File: src/rtl/mac_pkg.sv
// Shared encodings for the k-furthest-neighbours MAC tile.
// Op selects, instruction bit positions and the OS dataflow states.
package mac_pkg;

    localparam logic [1:0] OP_MUL = 2'b00;
    localparam logic [1:0] OP_L1  = 2'b01;
    localparam logic [1:0] OP_L2  = 2'b10;
    localparam logic [1:0] OP_RSV = 2'b11;

    localparam int INST_OS   = 2;
    localparam int INST_EXEC = 1;
    localparam int INST_LS   = 0;

    typedef enum logic {
        ACC   = 1'b0,
        DRAIN = 1'b1
    } os_state_t;

endpackage

File: src/rtl/mac_op_unit.sv
// Combinational distance term f(a,b,op) and the (optionally saturating) add.
// Shared by the WS and OS datapaths of the tile.
module mac_op_unit
    import mac_pkg::*;
#(
    parameter int bw      = 4,
    parameter int psum_bw = 16,
    parameter bit SAT     = 1'b1
) (
    input  logic [bw-1:0]      a,
    input  logic [bw-1:0]      b,
    input  logic [1:0]         op,
    input  logic [psum_bw-1:0] base,
    output logic [psum_bw-1:0] sum,
    output logic               ovf
);

    localparam int TW = 2 * bw + 2;

    localparam logic [psum_bw-1:0] PMAX = {1'b0, {(psum_bw-1){1'b1}}};
    localparam logic [psum_bw-1:0] PMIN = {1'b1, {(psum_bw-1){1'b0}}};

    logic [TW-1:0]    a_x;
    logic [TW-1:0]    b_x;
    logic [TW-1:0]    diff;
    logic [TW-1:0]    term;
    logic [psum_bw:0] r;

    // Term selection, one guard bit on the add, clamp when saturating
    always_comb begin
        a_x  = {{(bw+2){a[bw-1]}}, a};
        b_x  = {{(bw+2){b[bw-1]}}, b};
        diff = a_x - b_x;
        term = '0;
        unique case (op)
            OP_MUL:  term = a_x * b_x;
            OP_L1:   term = diff[TW-1] ? (~diff + 1'b1) : diff;
            OP_L2:   term = diff * diff;
            default: term = '0;
        endcase
        r   = {base[psum_bw-1], base}
            + {{(psum_bw+1-TW){term[TW-1]}}, term};
        sum = r[psum_bw-1:0];
        ovf = 1'b0;
        if (SAT && (r[psum_bw] != r[psum_bw-1])) begin
            ovf = 1'b1;
            sum = r[psum_bw] ? PMIN : PMAX;
        end
    end

endmodule

File: src/rtl/mac_tile_knn.sv
// Reconfigurable WS/OS processing element for the k-furthest-neighbours array.
// Activations/instructions flow west->east, partial sums north->south.
module mac_tile_knn
    import mac_pkg::*;
#(
    parameter int bw      = 4,
    parameter int psum_bw = 16,
    parameter bit SAT     = 1'b1
) (
    input  logic               clk,
    input  logic               reset,
    input  logic [bw-1:0]      in_w,
    input  logic [psum_bw-1:0] in_n,
    input  logic [2:0]         inst_w,
    input  logic [1:0]         op_w,
    output logic [bw-1:0]      out_e,
    output logic [2:0]         inst_e,
    output logic [1:0]         op_e,
    output logic [psum_bw-1:0] out_s,
    output logic               ovf
);

    logic [psum_bw-1:0] acc;
    logic [bw-1:0]      w_q;
    logic               w_loaded;
    os_state_t          state;

    logic               os;
    logic               exec;
    logic               ls;
    logic [bw-1:0]      opnd_b;
    logic [psum_bw-1:0] base;
    logic [psum_bw-1:0] sum;
    logic               add_ovf;
    logic [psum_bw-1:0] b_sext;

    assign os     = inst_w[INST_OS];
    assign exec   = inst_w[INST_EXEC];
    assign ls     = inst_w[INST_LS];
    assign b_sext = {{(psum_bw-bw){in_n[bw-1]}}, in_n[bw-1:0]};

    // OS accumulates onto acc (restarting from 0 after a drain); WS onto in_n
    assign opnd_b = os ? in_n[bw-1:0] : w_q;
    assign base   = os ? ((state == DRAIN) ? '0 : acc) : in_n;

    mac_op_unit #(
        .bw      (bw),
        .psum_bw (psum_bw),
        .SAT     (SAT)
    ) u_op (
        .a    (in_w),
        .b    (opnd_b),
        .op   (op_w),
        .base (base),
        .sum  (sum),
        .ovf  (add_ovf)
    );

    // Eastward forwarding plus the WS/OS datapath and ACC/DRAIN state machine
    always_ff @(posedge clk) begin
        if (reset) begin
            out_e    <= '0;
            inst_e   <= '0;
            op_e     <= '0;
            out_s    <= '0;
            ovf      <= 1'b0;
            acc      <= '0;
            w_q      <= '0;
            w_loaded <= 1'b0;
            state    <= ACC;
        end else begin
            out_e  <= in_w;
            inst_e <= inst_w;
            op_e   <= op_w;
            if (os) begin
                unique case (1'b1)
                    (exec && !ls): begin
                        acc   <= sum;
                        ovf   <= ovf | add_ovf;
                        out_s <= b_sext;
                        state <= ACC;
                    end
                    (!exec && ls): begin
                        out_s <= acc;
                        acc   <= '0;
                        state <= DRAIN;
                    end
                    (exec && ls && state == DRAIN): begin
                        out_s <= in_n;
                    end
                    default: begin
                        state <= ACC;
                    end
                endcase
            end else begin
                unique case (1'b1)
                    (ls && !w_loaded): begin
                        w_q      <= in_n[bw-1:0];
                        w_loaded <= 1'b1;
                        out_s    <= '0;
                    end
                    (ls && w_loaded): begin
                        out_s <= in_n;
                    end
                    (exec && !ls): begin
                        out_s <= sum;
                        ovf   <= ovf | add_ovf;
                    end
                    default: begin
                    end
                endcase
            end
        end
    end

endmodule
File: config.mk
export PLATFORM = sky130hd
export DESIGN_NAME = mac_tile_knn
export DESIGN_NICKNAME = d
export VERILOG_FILES = /design/src/rtl/mac_pkg.sv /design/src/rtl/mac_op_unit.sv /design/src/rtl/mac_tile_knn.sv
export SDC_FILE = /design/constraint.sdc
export NUM_CORES = 1
export LEC_CHECK = 0
export ABC_AREA = 1
export CAP_MARGIN = 20
export CORE_UTILIZATION = 25
export CTS_CLUSTER_DIAMETER = 120
export DETAILED_ROUTE_END_ITERATION = 6
export HOLD_SLACK_MARGIN = 0.03
export PLACE_DENSITY = 0.49
export SKIP_CTS_REPAIR_TIMING = 1
export SYNTH_ARGS = -nofsm -noshare
export SYNTH_HDL_FRONTEND = slang
export SYNTH_SLANG_ARGS = --single-unit
File: constraint.sdc
create_clock -name clk -period 24.4 [get_ports clk]
set_clock_uncertainty 0.05 [all_clocks]
set_input_delay 2.44 -clock clk [delete_from_list [all_inputs] [get_ports clk]]
set_output_delay 2.44 -clock clk [all_outputs]
set_load 0.005 [all_outputs]
# Yosys cells after proc, flatten, opt, wreduce, memory -nomap -nowiden
# Index checks and enable logic that the tools add are counted.
# W data, S select, Z words.
dict set report word_totals {
  out_inout_bits 26
  reg_bits 48
  in_bits 27
  word_cells 51
}
dict set report op_classes {
  mul 2
  n_reduce_logical 16
  eq_ne 4
  n_addsub 3
  bitwise 4
  n_mux 13
}
# operator n
set ops {}
lappend ops {{$pmux W16 S3} 2}
lappend ops {{$mux W16} 5}
lappend ops {{$pmux W16 S2} 1}
lappend ops {{$pmux W10 S3} 1}
lappend ops {{$add A16 B10 Y17} 1}
lappend ops {{$add A10 B1 Y10 const B} 1}
lappend ops {{$mul A10 B10 Y10} 1}
lappend ops {{$mux W10} 1}
lappend ops {{$not A10 Y10} 1}
lappend ops {{$mul A4 B4 Y8} 1}
lappend ops {{$reduce_and A2 Y1} 4}
lappend ops {{$logic_and A1 B1 Y1} 6}
lappend ops {{$sub A4 B4 Y5} 1}
lappend ops {{$mux W4} 1}
lappend ops {{$ne A4 B1 Y1 const B} 1}
lappend ops {{$reduce_bool A4 Y1} 1}
lappend ops {{$logic_not A1 Y1} 3}
lappend ops {{$eq A2 B1 Y1 const B} 1}
lappend ops {{$eq A2 B2 Y1 const B} 1}
lappend ops {{$logic_not A2 Y1} 1}
lappend ops {{$not A1 Y1} 2}
lappend ops {{$pmux W1 S2} 1}
lappend ops {{$reduce_bool A2 Y1} 1}
lappend ops {{$mux W1} 1}
lappend ops {{2 further kinds} 2}

# Logic depth before layout (Yosys ltp)
dict set report depth {
  word_depth 11
  depth_mapped 51
  mapped_depth_nobuf 51
}

# Cells and area by module
# From an unflattened synthesis, not the netlist that was laid out.
dict set report unflattened {
  cells_unflattened 876
  area_unflattened_um2 5873.1
}
# module n_inst cells_each area_each_um2 seq_area_each_um2
set modules_own_cells {}
lappend modules_own_cells {mac_op_unit 1 457 3163.0 0.0}
lappend modules_own_cells {mac_tile_knn 1 419 2710.1 960.9}

# Least setup slack after synthesis
# No wires, ideal clock.
dict set report synth_timing {
  path_kind {input -> register}
  from {in inst_w[2]}
  to {reg ovf}
  path_slack_ps 15010
  setup_time_ps 128
  stages 42
  arrival_time_ps 9212
  cell_sequence {clkbuf_1 -> o21ai_0 -> inv_1 -> ha_1 -> inv_1 -> nand3_1 -> and2_1 -> buf_6 -> inv_1 -> nand2_1 -> nand2_1 -> inv_1 -> nand2_1 -> inv_1 -> ha_1 -> fa_1 -> inv_1 -> fa_1 -> [... 6 more ...] -> a21oi_1 -> o31ai_1 -> a21oi_1 -> nand3_1 -> nand2_1 -> nand2_1 -> nand3_2 -> nand2_4 -> ha_1 -> a21oi_1 -> o211ai_1 -> mux2i_1 -> nand2_4 -> nand3_4 -> buf_6 -> nand2_1 -> a21oi_1 -> nor2_1}
}
dict set report synth_between {
  elab_chain_len 10
  elab_cells_between_ends 13
  classes_between {add/sub (3); mul (2); eq/ne (1); mux (5); bitwise (2)}
}
# item line
set synth_lines {}
lappend synth_lines {{start, declared} mac_tile_knn.sv:14} ;# input logic [2:0] inst_w,
lappend synth_lines {{parallel branches: the longest is 6 deep, another holds $mul A10 B10 Y10} -}
lappend synth_lines {{$add A16 B10 Y17 (*)} mac_op_unit.sv:42} ;# + {{(psum_bw+1-TW){term[TW-1]}}, term};
lappend synth_lines {{$ne A1 B1 Y1 (*)} mac_op_unit.sv:45} ;# if (SAT && (r[psum_bw] != r[psum_bw-1])) begin
lappend synth_lines {{$mux W1 (*)} mac_op_unit.sv:45}
lappend synth_lines {{$or A1 B1 Y1 (*)} {mac_tile_knn.sv:79, mac_tile_knn.sv:107}}
lappend synth_lines {{end signal, assigned} mac_tile_knn.sv:79} ;# ovf <= ovf | add_ovf;
lappend synth_lines {{end signal, assigned} mac_tile_knn.sv:107} ;# ovf <= ovf | add_ovf;
lappend synth_lines {{end, declared} mac_tile_knn.sv:20} ;# output logic ovf
# Every way passes the cells marked *.
# A chain may end at the register's enable or synchronous reset.

# Worst setup path after layout
# Ends and elaborated chain as after synthesis.

==> results.txt <==
Buffer cell driving the clock tree root: sky130_fd_sc_hd__clkbuf_16. The count of synthesis-stage warnings from yosys was 0. The number of buffers and inverters on the critical path was 10; the worst supply voltage drop on vdd was 31.2 uV.

The worst slew slack as a fraction of its limit was 0.479; the die area was 21,800 sq um. The layout overhead on the synthesized area came out at 17.5%. The logs give 0 for the number of antenna violations at the first check in global routing and 4,946 for the via count. For this design the static power due to leakage is 2.98 nW. The flip-flop and latch count after synthesis is 48. By count the netlist is led by 136 x sky130_fd_sc_hd__inv_1, 119 x sky130_fd_sc_hd__nand2_1, 64 x sky130_fd_sc_hd__ha_1. For the maximum clock rate, the log shows 93.1 MHz.

TritonCTS built the clock tree. The detailed router finished its first iteration with 221 violations. After synthesis, the cell types taking the most area are sky130_fd_sc_hd__dfxtp_1 18%, sky130_fd_sc_hd__ha_1 15%, sky130_fd_sc_hd__inv_1 9.6%, sky130_fd_sc_hd__fa_1 8.7%, sky130_fd_sc_hd__nand2_1 8.4%.

The netlist uses 46 different library cells. The largest area contributor in the synthesized netlist is sky130_fd_sc_hd__dfxtp_1. In this run the horizontal extent of the chip is 148 um.

The required time at the worst-slack endpoint was 24,540 ps. The total area inside the core boundary comes to 20,500 sq um. The H-tree was split into 2 levels.

Largest incremental delay on the critical path: 560 ps. In this run the power density over the cells is 91.8 nW/um^2. In the synthesized netlist the dominant register cell turns out to be sky130_fd_sc_hd__dfxtp_1. The first global-routing pass estimated 24.8 mm of wire.

The detail route stage leaves a number of antenna-violating nets equal to 0. After detailed routing, the total wire length is 14.9 mm. Dividing the detail-routed via count by the number of cells gives 4.65. The proportion of layout cells with a drive suffix above 1 came out at 0.0579. The logs give 4,888 for the via count of the first global-routing pass and 13,260 ps for the pre-CTS setup slack.

In this run the most critical hold path is launched from acc[12]$_SDFFE_PP0P_. The detailed-routing iteration count for the pre-antenna-repair pass came out at 5. Measured in cells, the most critical reg-to-reg path has a length of 43. The setup check on the worst reg-to-reg path leaves a slack of 16,160 ps. The run gives 0 ps as the total negative setup slack. Entering global routing, the biggest net connects 35 pins.

The clock transition time at the flip-flop clock pins of the worst setup and hold paths was 70 ps; the internal power of the cells was 0.288 mW. The number of max-slew violations in the final report is 0, and the total number of placement rows is 52. 53 I/O pins were placed. The placed wire-length estimate is 11.7 mm, and the net switching power of the design is 0.284 mW. For hold timing, the worst endpoint is acc[12]$_SDFFE_PP0P_. The tools report the fraction of power consumed by sequential logic as 0.169.

The path class of the tightest hold or removal check is reg -> reg. The logs give 0.681 for the logic gate share of total power and 0 for the number of violations of the max-capacitance limit. The area share of the leading cell type in the synthesized netlist came out at 0.181.

The worst register-to-register path begins at w_q[1]$_SDFFE_PP0P_. In this run the worst path has a maximum fanout of 34. In the routed design, unresolved DRC markers number 0.

The clock network fraction of design power was 0.150; the fraction of registers with async set/reset was 0. Startpoint type of the worst setup path: an input port. The tools report the starting density of the core as 0.259.

The later-pin clock latency in the skew report was 310 ps. Buffers placed on the I/O ports in this run total 52. Setup repair after global routing left no endpoint under its margin. The logs give 0 for the number of failing setup endpoints in the final timing report and 0.181 for the part of the Yosys area used for sequential elements. Synthesis produced a netlist with a net count of 871. The switching fraction of total power came out at 0.497.

The flow ran to the end, and the final reports show no timing, DRC or antenna violations. The highest-delay cell along the critical path is sky130_fd_sc_hd__fa_1. The run gives 10,880 ps as the arrival time of data at the critical path endpoint.

The slew at the pin closest to its max-slew limit is 779 ps. The worst path needs 10,750 ps of the cycle, external delays included. The tools report the count of endpoints failing hold in the final timing report as 0. The worst register-to-register path ends at ovf$_SDFFE_PP0P_. Once routing completed, OpenROAD measured the worst setup slack at 13,650 ps. From bottom edge to top edge, the die measures 148 um. The run gives 0.143 as the global-route total usage across every layer. sky130_fd_sc_hd__inv_1 is the most common cell in the netlist. The critical path is of the in -> reg type. Global routing finished with a remaining overflow of 0. The number of antenna diodes is 0, and the routed wirelength normalized by instance count is 14.0 um.

The number of buffers created by CTS is 5. The clock passes through at most 2 buffers. The routability-driven placement congestion ratio was 0.873. For the clock sink total, the log shows 48. Average cell area after synthesis: 7.00 sq um.

The synthesized design contains 0 enable-type register cells. The tools report the gate count of the mapped netlist as 757. Final critical-path share of the clock period: 0.440. In this run the cell area of the synthesized design comes to 5300 sq um. The cell occurring most often along the worst timing path was sky130_fd_sc_hd__nand2_1. The depth of the worst hold-timing path was 2; the post-layout net count was 907. STA classifies the critical path endpoint as a flip-flop. In this design, the largest share of critical-path delay is due to adder cells.
-- tightest hold or removal path: stages, from the launching register on --
cell	delay [ps]
sky130_fd_sc_hd__dfxtp_1	310
sky130_fd_sc_hd__nand2_1	60
sky130_fd_sc_hd__a21oi_1	50
-- kinds of logic after synthesis --
group,Yosys count,synth area share
muxes,1,0.00189
DFF,48,0.181
adders and majority gates,87,0.238
xor gates and xnor gates,30,0.0510
AOI/OAI and AO/OA,173,0.192
and+or+nand+nor,249,0.209
buffers and inverters,169,0.127
-- layout by cell type, fill, tap and decap left out, types with 12 or more instances in the layout --
cell type	count
sky130_fd_sc_hd__inv_1	136
sky130_fd_sc_hd__nand2_1	119
sky130_fd_sc_hd__ha_1	64
sky130_fd_sc_hd__nor2_1	55
sky130_fd_sc_hd__a21oi_1	54
sky130_fd_sc_hd__clkdlybuf4s50_1	52
sky130_fd_sc_hd__dfxtp_1	48
sky130_fd_sc_hd__nand3_1	44
sky130_fd_sc_hd__o21ai_0	39
sky130_fd_sc_hd__a31oi_1	23
sky130_fd_sc_hd__fa_1	23
sky130_fd_sc_hd__o22ai_1	22
sky130_fd_sc_hd__xor2_1	17
sky130_fd_sc_hd__nand2_2	15
sky130_fd_sc_hd__xnor2_1	12
-- metal layers --
| layer | up-vias | GRT usage | wire, um |
|---|---|---|---|
| met5 | - | 0 | 0 |
| met2 | 101 | 0.232 | 6630 |
| li1 | 2554 | - | - |
| met3 | 24 | 0.0241 | 552 |
| met1 | 2267 | 0.190 | 7400 |
| met4 | 0 | 0.0531 | 311 |
-- registers in the layout (all words and copies together) (netlist names) --
name,count
ovf,1
w_loaded,1
state,1
out_e,4
inst_e,3
w_q,4
out_s,16
op_e,2
acc,16
-- cell type report --
class | count | area [sq um]
Clock inverter | 2 | 38.8
Sequential cell | 48 | 961
Fill cell | 2253 | 14300
Timing Repair Buffer | 56 | 551
Tap cell | 270 | 338
Multi-Input combinational cell | 540 | 3670
Inverter | 142 | 533
Clock buffer | 6 | 139
-- worst max path at each step --
| stage | startpoint | end | slack (ps) | cells past startpoint |
|---|---|---|---|---|
| final | inst_w[2] | ovf$_SDFFE_PP0P_ | 13650 | 45 |
| after global routing | inst_w[2] | acc[8]$_SDFFE_PP0P_ | 12830 | 43 |
| after CTS | inst_w[2] | out_s[8]$_SDFFE_PP0P_ | 13580 | 43 |
| after detailed placement | inst_w[2] | out_s[8]$_SDFFE_PP0P_ | 13260 | 43 |
| after global placement | inst_w[2] | out_s[8]$_SDFFE_PP0P_ | 13330 | 43 |
| after floorplan | inst_w[2] | ovf$_SDFFE_PP0P_ | 15010 | 42 |
-- power groups by stage --
| stage | Sequential (mW) | Combinational (mW) | Clock (mW) |
|---|---|---|---|
| CTS | 0.0968 | 0.395 | 0.0885 |
| global route | 0.0983 | 0.454 | 0.0910 |
| global placement | 0.0985 | 0.392 | 0 |
| finish | 0.0969 | 0.389 | 0.0859 |
| detailed placement | 0.0986 | 0.392 | 0 |
| floorplan | 0.0976 | 0.314 | 0 |
-- metrics by stage --
stage           util  cells  hold slack (ps)  total power [mW]  area [sq um]
5_1_grt        0.304   1064              437             0.643          6230
4_1_cts        0.304   1063              419             0.580          6220
6_report       0.304   1064              417             0.572          6230
3_5_place_dp   0.295   1055              408             0.491          6040
3_3_place_gp   0.295   1055              403             0.491          6040
2_1_floorplan      -    757              384             0.412          5300
Power figures use the tool's default switching activity.
